--- src/rtl/hpdcache_pkg.sv ---
// hpdcache_pkg: types and default geometry shared by the refill path and the data RAM controller
package hpdcache_pkg;
    typedef int unsigned hpdcache_uint;

    localparam hpdcache_uint HPDCACHE_SETS          = 128;
    localparam hpdcache_uint HPDCACHE_WAYS          = 4;
    localparam hpdcache_uint HPDCACHE_LINE_WIDTH    = 512;
    localparam hpdcache_uint HPDCACHE_REFILL_WIDTH  = 128;
    localparam hpdcache_uint HPDCACHE_REFILL_CHUNKS = HPDCACHE_LINE_WIDTH / HPDCACHE_REFILL_WIDTH;

    typedef logic [$clog2(HPDCACHE_SETS)-1:0] hpdcache_set_t;
    typedef logic [HPDCACHE_WAYS-1:0]         hpdcache_way_vector_t;
    typedef logic [(HPDCACHE_REFILL_CHUNKS > 1 ? $clog2(HPDCACHE_REFILL_CHUNKS) : 1)-1:0]
        hpdcache_refill_chunk_idx_t;
endpackage

--- src/rtl/hpdcache_refill_line_writer.sv ---
// hpdcache_refill_line_writer: pops one assembled refill line and writes it
// into the data RAM chunk by chunk, then reports completion.
//   req_*   : target set/way from the miss handler (accepted in IDLE only)
//   line_*  : upsize buffer read side (valid, pop, head data)
//   ram_*   : chunk write request with grant handshake; held stable until granted
//   done_*  : completion notice, held until done_ready_i
module hpdcache_refill_line_writer
    import hpdcache_pkg::*;
#(
    parameter hpdcache_uint LINE_WIDTH  = HPDCACHE_LINE_WIDTH,
    parameter hpdcache_uint CHUNK_WIDTH = HPDCACHE_REFILL_WIDTH,
    parameter hpdcache_uint SETS        = HPDCACHE_SETS,
    parameter hpdcache_uint WAYS        = HPDCACHE_WAYS,
    parameter hpdcache_uint SET_W       = $clog2(SETS),
    parameter hpdcache_uint CHUNKS      = LINE_WIDTH / CHUNK_WIDTH,
    parameter hpdcache_uint CHUNK_IDX_W = (CHUNKS > 1) ? $clog2(CHUNKS) : 1
) (
    input  logic                   clk_i,
    input  logic                   rst_ni,
    input  logic                   req_valid_i,
    output logic                   req_ready_o,
    input  logic [SET_W-1:0]       req_set_i,
    input  logic [WAYS-1:0]        req_way_i,
    input  logic                   line_valid_i,
    output logic                   line_pop_o,
    input  logic [LINE_WIDTH-1:0]  line_i,
    output logic                   ram_req_o,
    input  logic                   ram_gnt_i,
    output logic [SET_W-1:0]       ram_set_o,
    output logic [CHUNK_IDX_W-1:0] ram_chunk_o,
    output logic [WAYS-1:0]        ram_way_o,
    output logic [CHUNK_WIDTH-1:0] ram_wdata_o,
    output logic                   done_valid_o,
    input  logic                   done_ready_i,
    output logic [SET_W-1:0]       done_set_o,
    output logic [WAYS-1:0]        done_way_o
);
    if (CHUNK_WIDTH == 0 || CHUNK_WIDTH > LINE_WIDTH || (LINE_WIDTH % CHUNK_WIDTH) != 0) begin : g_bad_cfg
        $error("hpdcache_refill_line_writer: CHUNK_WIDTH must be non-zero and divide LINE_WIDTH");
    end

    typedef enum logic [1:0] {IDLE, WAIT_LINE, WRITE, DONE} state_e;

    state_e                 state_q, state_d;
    logic [SET_W-1:0]       set_q, set_d;
    logic [WAYS-1:0]        way_q, way_d;
    logic [LINE_WIDTH-1:0]  line_q, line_d;
    logic [CHUNK_IDX_W-1:0] chunk_q, chunk_d;
    logic                   last_chunk;

    assign last_chunk  = hpdcache_uint'(chunk_q) == hpdcache_uint'(CHUNKS - 1);
    assign ram_set_o   = set_q;
    assign ram_way_o   = way_q;
    assign ram_chunk_o = chunk_q;
    assign ram_wdata_o = line_q[hpdcache_uint'(chunk_q) * CHUNK_WIDTH +: CHUNK_WIDTH];
    assign done_set_o  = set_q;
    assign done_way_o  = way_q;

    always_comb begin
        state_d      = state_q;
        set_d        = set_q;
        way_d        = way_q;
        line_d       = line_q;
        chunk_d      = chunk_q;
        req_ready_o  = 1'b0;
        line_pop_o   = 1'b0;
        ram_req_o    = 1'b0;
        done_valid_o = 1'b0;
        case (state_q)
            IDLE: begin
                // gated so every control output reads 0 while reset is held
                req_ready_o = rst_ni;
                if (req_valid_i) begin
                    set_d   = req_set_i;
                    way_d   = req_way_i;
                    state_d = WAIT_LINE;
                end
            end
            WAIT_LINE: begin
                // head data is only valid in the pop cycle, so capture it here
                line_pop_o = line_valid_i;
                if (line_valid_i) begin
                    line_d  = line_i;
                    chunk_d = '0;
                    state_d = WRITE;
                end
            end
            WRITE: begin
                ram_req_o = 1'b1;
                if (ram_gnt_i) begin
                    if (last_chunk) state_d = DONE;
                    else            chunk_d = chunk_q + CHUNK_IDX_W'(1);
                end
            end
            DONE: begin
                done_valid_o = 1'b1;
                if (done_ready_i) state_d = IDLE;
            end
            default: state_d = IDLE;
        endcase
    end

    always_ff @(posedge clk_i or negedge rst_ni) begin
        if (!rst_ni) begin
            state_q <= IDLE;
            set_q   <= '0;
            way_q   <= '0;
            line_q  <= '0;
            chunk_q <= '0;
        end else begin
            state_q <= state_d;
            set_q   <= set_d;
            way_q   <= way_d;
            line_q  <= line_d;
            chunk_q <= chunk_d;
        end
    end
endmodule

--- config.mk ---
export PLATFORM = sky130hd
export DESIGN_NAME = hpdcache_refill_line_writer
export DESIGN_NICKNAME = d
export VERILOG_FILES = /design/src/rtl/hpdcache_pkg.sv /design/src/rtl/hpdcache_refill_line_writer.sv
export SDC_FILE = /design/constraint.sdc
export NUM_CORES = 1
export LEC_CHECK = 0
export CORE_AREA = 2 2 265 267
export CTS_CLUSTER_DIAMETER = 150
export DETAILED_ROUTE_END_ITERATION = 8
export DIE_AREA = 0 0 267 269
export GPL_ROUTABILITY_DRIVEN = 0
export GPL_TIMING_DRIVEN = 0
export SYNTH_ARGS = -nofsm -noshare
export SYNTH_HDL_FRONTEND = slang
export SYNTH_SLANG_ARGS = --single-unit
--- constraint.sdc ---
create_clock -name clk_i -period 2.1 [get_ports clk_i]
set_clock_uncertainty 0.2 [all_clocks]
set_input_delay 0.315 -clock clk_i [delete_from_list [all_inputs] [get_ports clk_i]]
set_output_delay 0.315 -clock clk_i [all_outputs]
set_load 0.03 [all_outputs]
==> Word level (Yosys, flattened, before mapping) <==
Index checks and enable logic that the tools add are counted.
{ "word_totals": {"regBits": 527, "latchBits": 0, "ram_bits": 0, "mem_bits_ro": 0, "inputBits": 529, "output_inout_bits": 156, "word_cells": 37, "mem_count": 0} }
{ "classes": {"add_sub_neg": 1, "mul": 0, "div": 0, "order_cmp": 0, "eq_ne": 10, "n_shift": 1, "n_mux": 14, "n_bitwise": 0, "reduce_logical": 6} }
{ "ops": {"columns": ["cell", "count"], "rows": [
  ["$shiftx A512 B10 Y128", 1],
  ["$mux W2", 8],
  ["$ne A2 B2 Y1 const B", 6],
  ["$pmux W2 S4", 1],
  ["$eq A2 B2 Y1 const B", 3],
  ["$reduce_and A5 Y1", 1],
  ["$mux W1", 4],
  ["$pmux W2 S2", 1],
  ["$reduce_and A2 Y1", 2],
  ["$reduce_and A4 Y1", 1],
  ["$add A2 B1 Y2 const B", 1],
  ["$eq A2 B1 Y1 const B", 1],
  ["$logic_not A2 Y1", 1],
  ["$reduce_bool A2 Y1", 1]
]} }

==> Logic depth before layout (Yosys ltp) <==
{ "logic_depth": {"depth_word": 4, "mapped_depth": 7, "depth_no_buf": 6} }

==> Least setup slack after synthesis <==
OpenSTA, ideal clock, no wires.
{ "synth_timing": {"path_type": "register to output", "startpoint": "register chunk_q[0] (netlist: ram_chunk_o[0])", "endpoint": "output ram_wdata_o[0]", "arrival_ns": 1.615, "slack_ns": -0.030, "path_stages_with_launch": 5, "n_path_buf": 3, "path_cell_list": "dfrtp_1 > buf_6 > buf_6 > buf_6 > mux4_2"} }
{ "synth_via": {"elab_chain_len": 1} }
{ "synth_lines": {"columns": ["element", "line", "text"], "rows": [
  ["from (decl)", "hpdcache_refill_line_writer.sv:48", "logic [CHUNK_IDX_W-1:0] chunk_q, chunk_d;"],
  ["from (signal assigned)", "hpdcache_refill_line_writer.sv:115", "chunk_q <= chunk_d;"],
  ["$shiftx A512 B10 Y128", "hpdcache_refill_line_writer.sv:55", "assign ram_wdata_o = line_q[hpdcache_uint'(chunk_q) * CHUNK_WIDTH +: CHUNK_WIDTH];"],
  ["to (decl)", "hpdcache_refill_line_writer.sv:32", "output logic [CHUNK_WIDTH-1:0] ram_wdata_o,"]
]} }
No other way between the ends.

==> Final worst setup path <==
{ "layout_timing": {"startpoint": "register chunk_q[0] (netlist: ram_chunk_o[0])", "endpoint": "output ram_wdata_o[24]"} }
Same word-level chain as after synthesis.

==> summary.md <==
| Metric | Value |
|---|---|
| Maximum clock rate | `352.4 MHz` |
| Layout cells sized above 1 | `49.53%` |
| CP max stage cell | `mux4_2` |
| Die Ht | `269 um` |
| Vias per Instance | `4.910` |
| Maximum clock path buffer count | `3` |
| Clk Latency, worst-skew pair | `0.61 ns` |
| DRC errors left | `0` |
| Worst hold-check path type | `in2reg` |
| Reg2Reg Depth | `10` |
| Element type at the critical path end | `output pin` |
| First-pass GRT wire length | `123500 um` |
| Status | `finished with violations` |
| Period minus WS final | `2.837 ns` |
| Multi-input logic area | `10780 um^2` |
| Largest net degree at the start of global routing | `116` |
| CTS tree | `done` |
| Post-synthesis sequential area ratio | `52.89%` |
| Most frequent cells in the layout | `clkdlybuf4s50_1, dfrtp_1, mux2_4, mux4_2, buf_6` |
| Endpoints failing setup | `595` |
| Num rows | `97` |
| Crit-path cells | `buf_12, buf_8, mux4_2, dlygate4sd2_1` |
| Vias in the first global route | `17080` |
| VDD IR max | `807.3 uV` |
| WS Path Type | `reg2out` |
| Crit share post-route | `135.1%` |
| Fin nets | `2699` |
| Hold depth | `2` |
| CP max stage delay | `0.54 ns` |
| DR iter-0 viols | `850` |
| Power Density | `1676 nW/um^2` |
| Static Leak | `16.39 nW` |
| M1 WL | `37500 um` |
| Cell Count, Final, Fillers Out | `3173` |
| Synth unique cells | `23` |
| Reg2Reg Setup Slack | `-0.14 ns` |
| Antenna violations before repair | `28` |
| Final hold vios | `0` |
| GRT Overall Usage | `24.14%` |
| Drt pass-1 iters | `5` |
| I/O Buffers | `684` |
| Die width | `267 um` |
| Worst reg2reg startpoint | `state_q[1]` |
| RSZ-0062 raised after global routing | `yes` |
| Met3 wire length | `5925 um` |
| Core area | `69300 um^2` |
| Req. time, crit path | `1.58 ns` |
| Io pins | `685` |
| Ys Warns | `0` |
| Clock-pin slew on the worst setup and hold paths | `0.06 ns` |
| H-tree depth | `2` |
| Metal2 WL | `45420 um` |
| Commonest non-fill, non-tap cell in the layout | `clkdlybuf4s50_1` |
| Area of the mapped netlist | `24940 um^2` |
| FF+latch area | `13190 um^2` |
| Final wirelength | `91510 um` |
| Worst setup path endpoint | `ram_wdata_o[24]` |
| Seq cells post-synth | `527` |
| Antenna-violating nets left | `0` |
| Die area | `71820 um^2` |
| Reg2reg end | `line_q[24]` |
| Final Total Pwr | `63.31 mW` |
| Headroom to the max-slew limit | `55.05%` |
| Beginning of the critical path | `ram_chunk_o[0]` |
| Placed Cells | `2933` |
| Starting Density | `35.98%` |
| # fillers | `5541` |
| GRT overflow | `0` |
| Failing checks | `setup timing` |
| Worst-Margin Slew | `0.6742 ns` |
| Highest routed layer | `met5` |
| Hold Slack | `0.1046 ns` |
| Vias | `15580` |
| Synth-to-layout area growth | `51.47%` |
| Mean post-synth cell area | `19.11 um^2` |
| WL/cell | `28.84 um` |
| Post-Syn Nets | `1839` |
| Critical Path Source Type | `flop` |
| Detailed Place HPWL | `60620 um` |
| CP arrival | `2.32 ns` |
| Clock Sinks | `527` |
| Max Slew Vio Count | `0` |
| Num CTS Buffers | `59` |
| Synth Instances | `1305` |
| Max-Cap Viols | `0` |
| CTS Root Cell | `clkbuf_16` |
| Post-route setup slack | `-0.7375 ns` |
| Worst-path fanout max | `10` |
[synthesized netlist by cell type, drive strengths merged]
cell	number	area [um^2]
dfrtp	527	13190
mux2	524	7661
mux4	128	2883
buf	97	1007
ha	5	62.56
inv	4	15.01
nand2	4	15.01
nand2b	3	18.77
o21ai	3	15.01
a22o	2	17.52
and2	2	12.51
a21oi	1	5.000
clkbuf	1	3.750
o2111ai	1	8.760
o21bai	1	7.510
o32a	1	10.01
or2	1	6.260
[routing by layer]
metal,vias up,global-route usage (%)
met5,-,0.3378
met1,8267,30.27
li1,6622,-
met3,147,6.749
met4,18,8.032
met2,526,40.27
[metrics by stage]
| step | cell area, um^2 | setup TNS [ns] | utilization, % | setup slack [ns] |
|---|---|---|---|---|
| floorplan | 24940 | 0 | - | 0.06421 |
| global placement | 32960 | - | 47.56 | -25.58 |
| detailed placement | 33080 | -290.02 | 47.73 | -1.439 |
| CTS | 36870 | -137.73 | 53.20 | -0.8419 |
| global route | 37770 | -145.65 | 54.50 | -0.8008 |
| finish | 37770 | -104.71 | 54.50 | -0.7375 |
[report_power, final]
part	switching (mW)	total [mW]	leakage (nW)	internal, mW
Sequential	3.07	18.5	6.24	15.4
Combinational	14.7	34.0	9.15	19.3
Clock	4.39	10.8	1.00	6.44
[cell families after synthesis]
logic type	Yosys count	share of synthesized area, %
AOI/OAI and AO/OA	9	0.2559
adders and majority gates	5	0.2509
buffers and inverters	102	4.114
DFF	527	52.89
muxes	652	42.28
and+or+nand+nor	10	0.2107
[how the worst min path moves through the flow]
stage | end | slack, ns | from
6_report | line_q[498] | 0.10 | line_i[498]
5_1_grt | line_q[109] | 0.08 | line_i[109]
4_1_cts | line_q[132] | 0.06 | line_i[132]
3_5_place_dp | line_q[25] | 0.18 | rst_ni
3_3_place_gp | line_q[7] | 0.29 | line_q[7]
2_1_floorplan | done_set_o[0] | -0.18 | rst_ni
[timing repair]
action | CTS | global route
endpoints found under the hold margin | 345 | 114
cloned | 27 | 29
pin swaps | 1 | 4
endpoints found under the setup margin | 664 | 578
setup buffers | 33 | 31
hold buffers | 1 | 2
resized for setup | 818 | 196
[registers in the layout (all words and copies together) (netlist names)]
register     cells
done_way_o       4
line_q         512
state_q          2
ram_chunk_o      2
done_set_o       7
[critical path, delay by kind of cell (launching register included)]
kind,cells,cell delay [ns]
buffers and inverters,3,0.75
multiplexers,1,0.54
flip-flops,1,0.39
[final cells by class]
type / count / share of cell area (%)
timing repair buffer: 804 / 23.87
tap: 940 / 3.114
sequential: 527 / 34.92
clock buffer: 89 / 4.717
inverter: 4 / 0.04638
buffer: 93 / 4.035
clock inverter: 22 / 0.6460
multi-input combinational: 676 / 28.53
antenna: 18 / 0.1193
No activity file was read; power rests on OpenSTA's default activity.
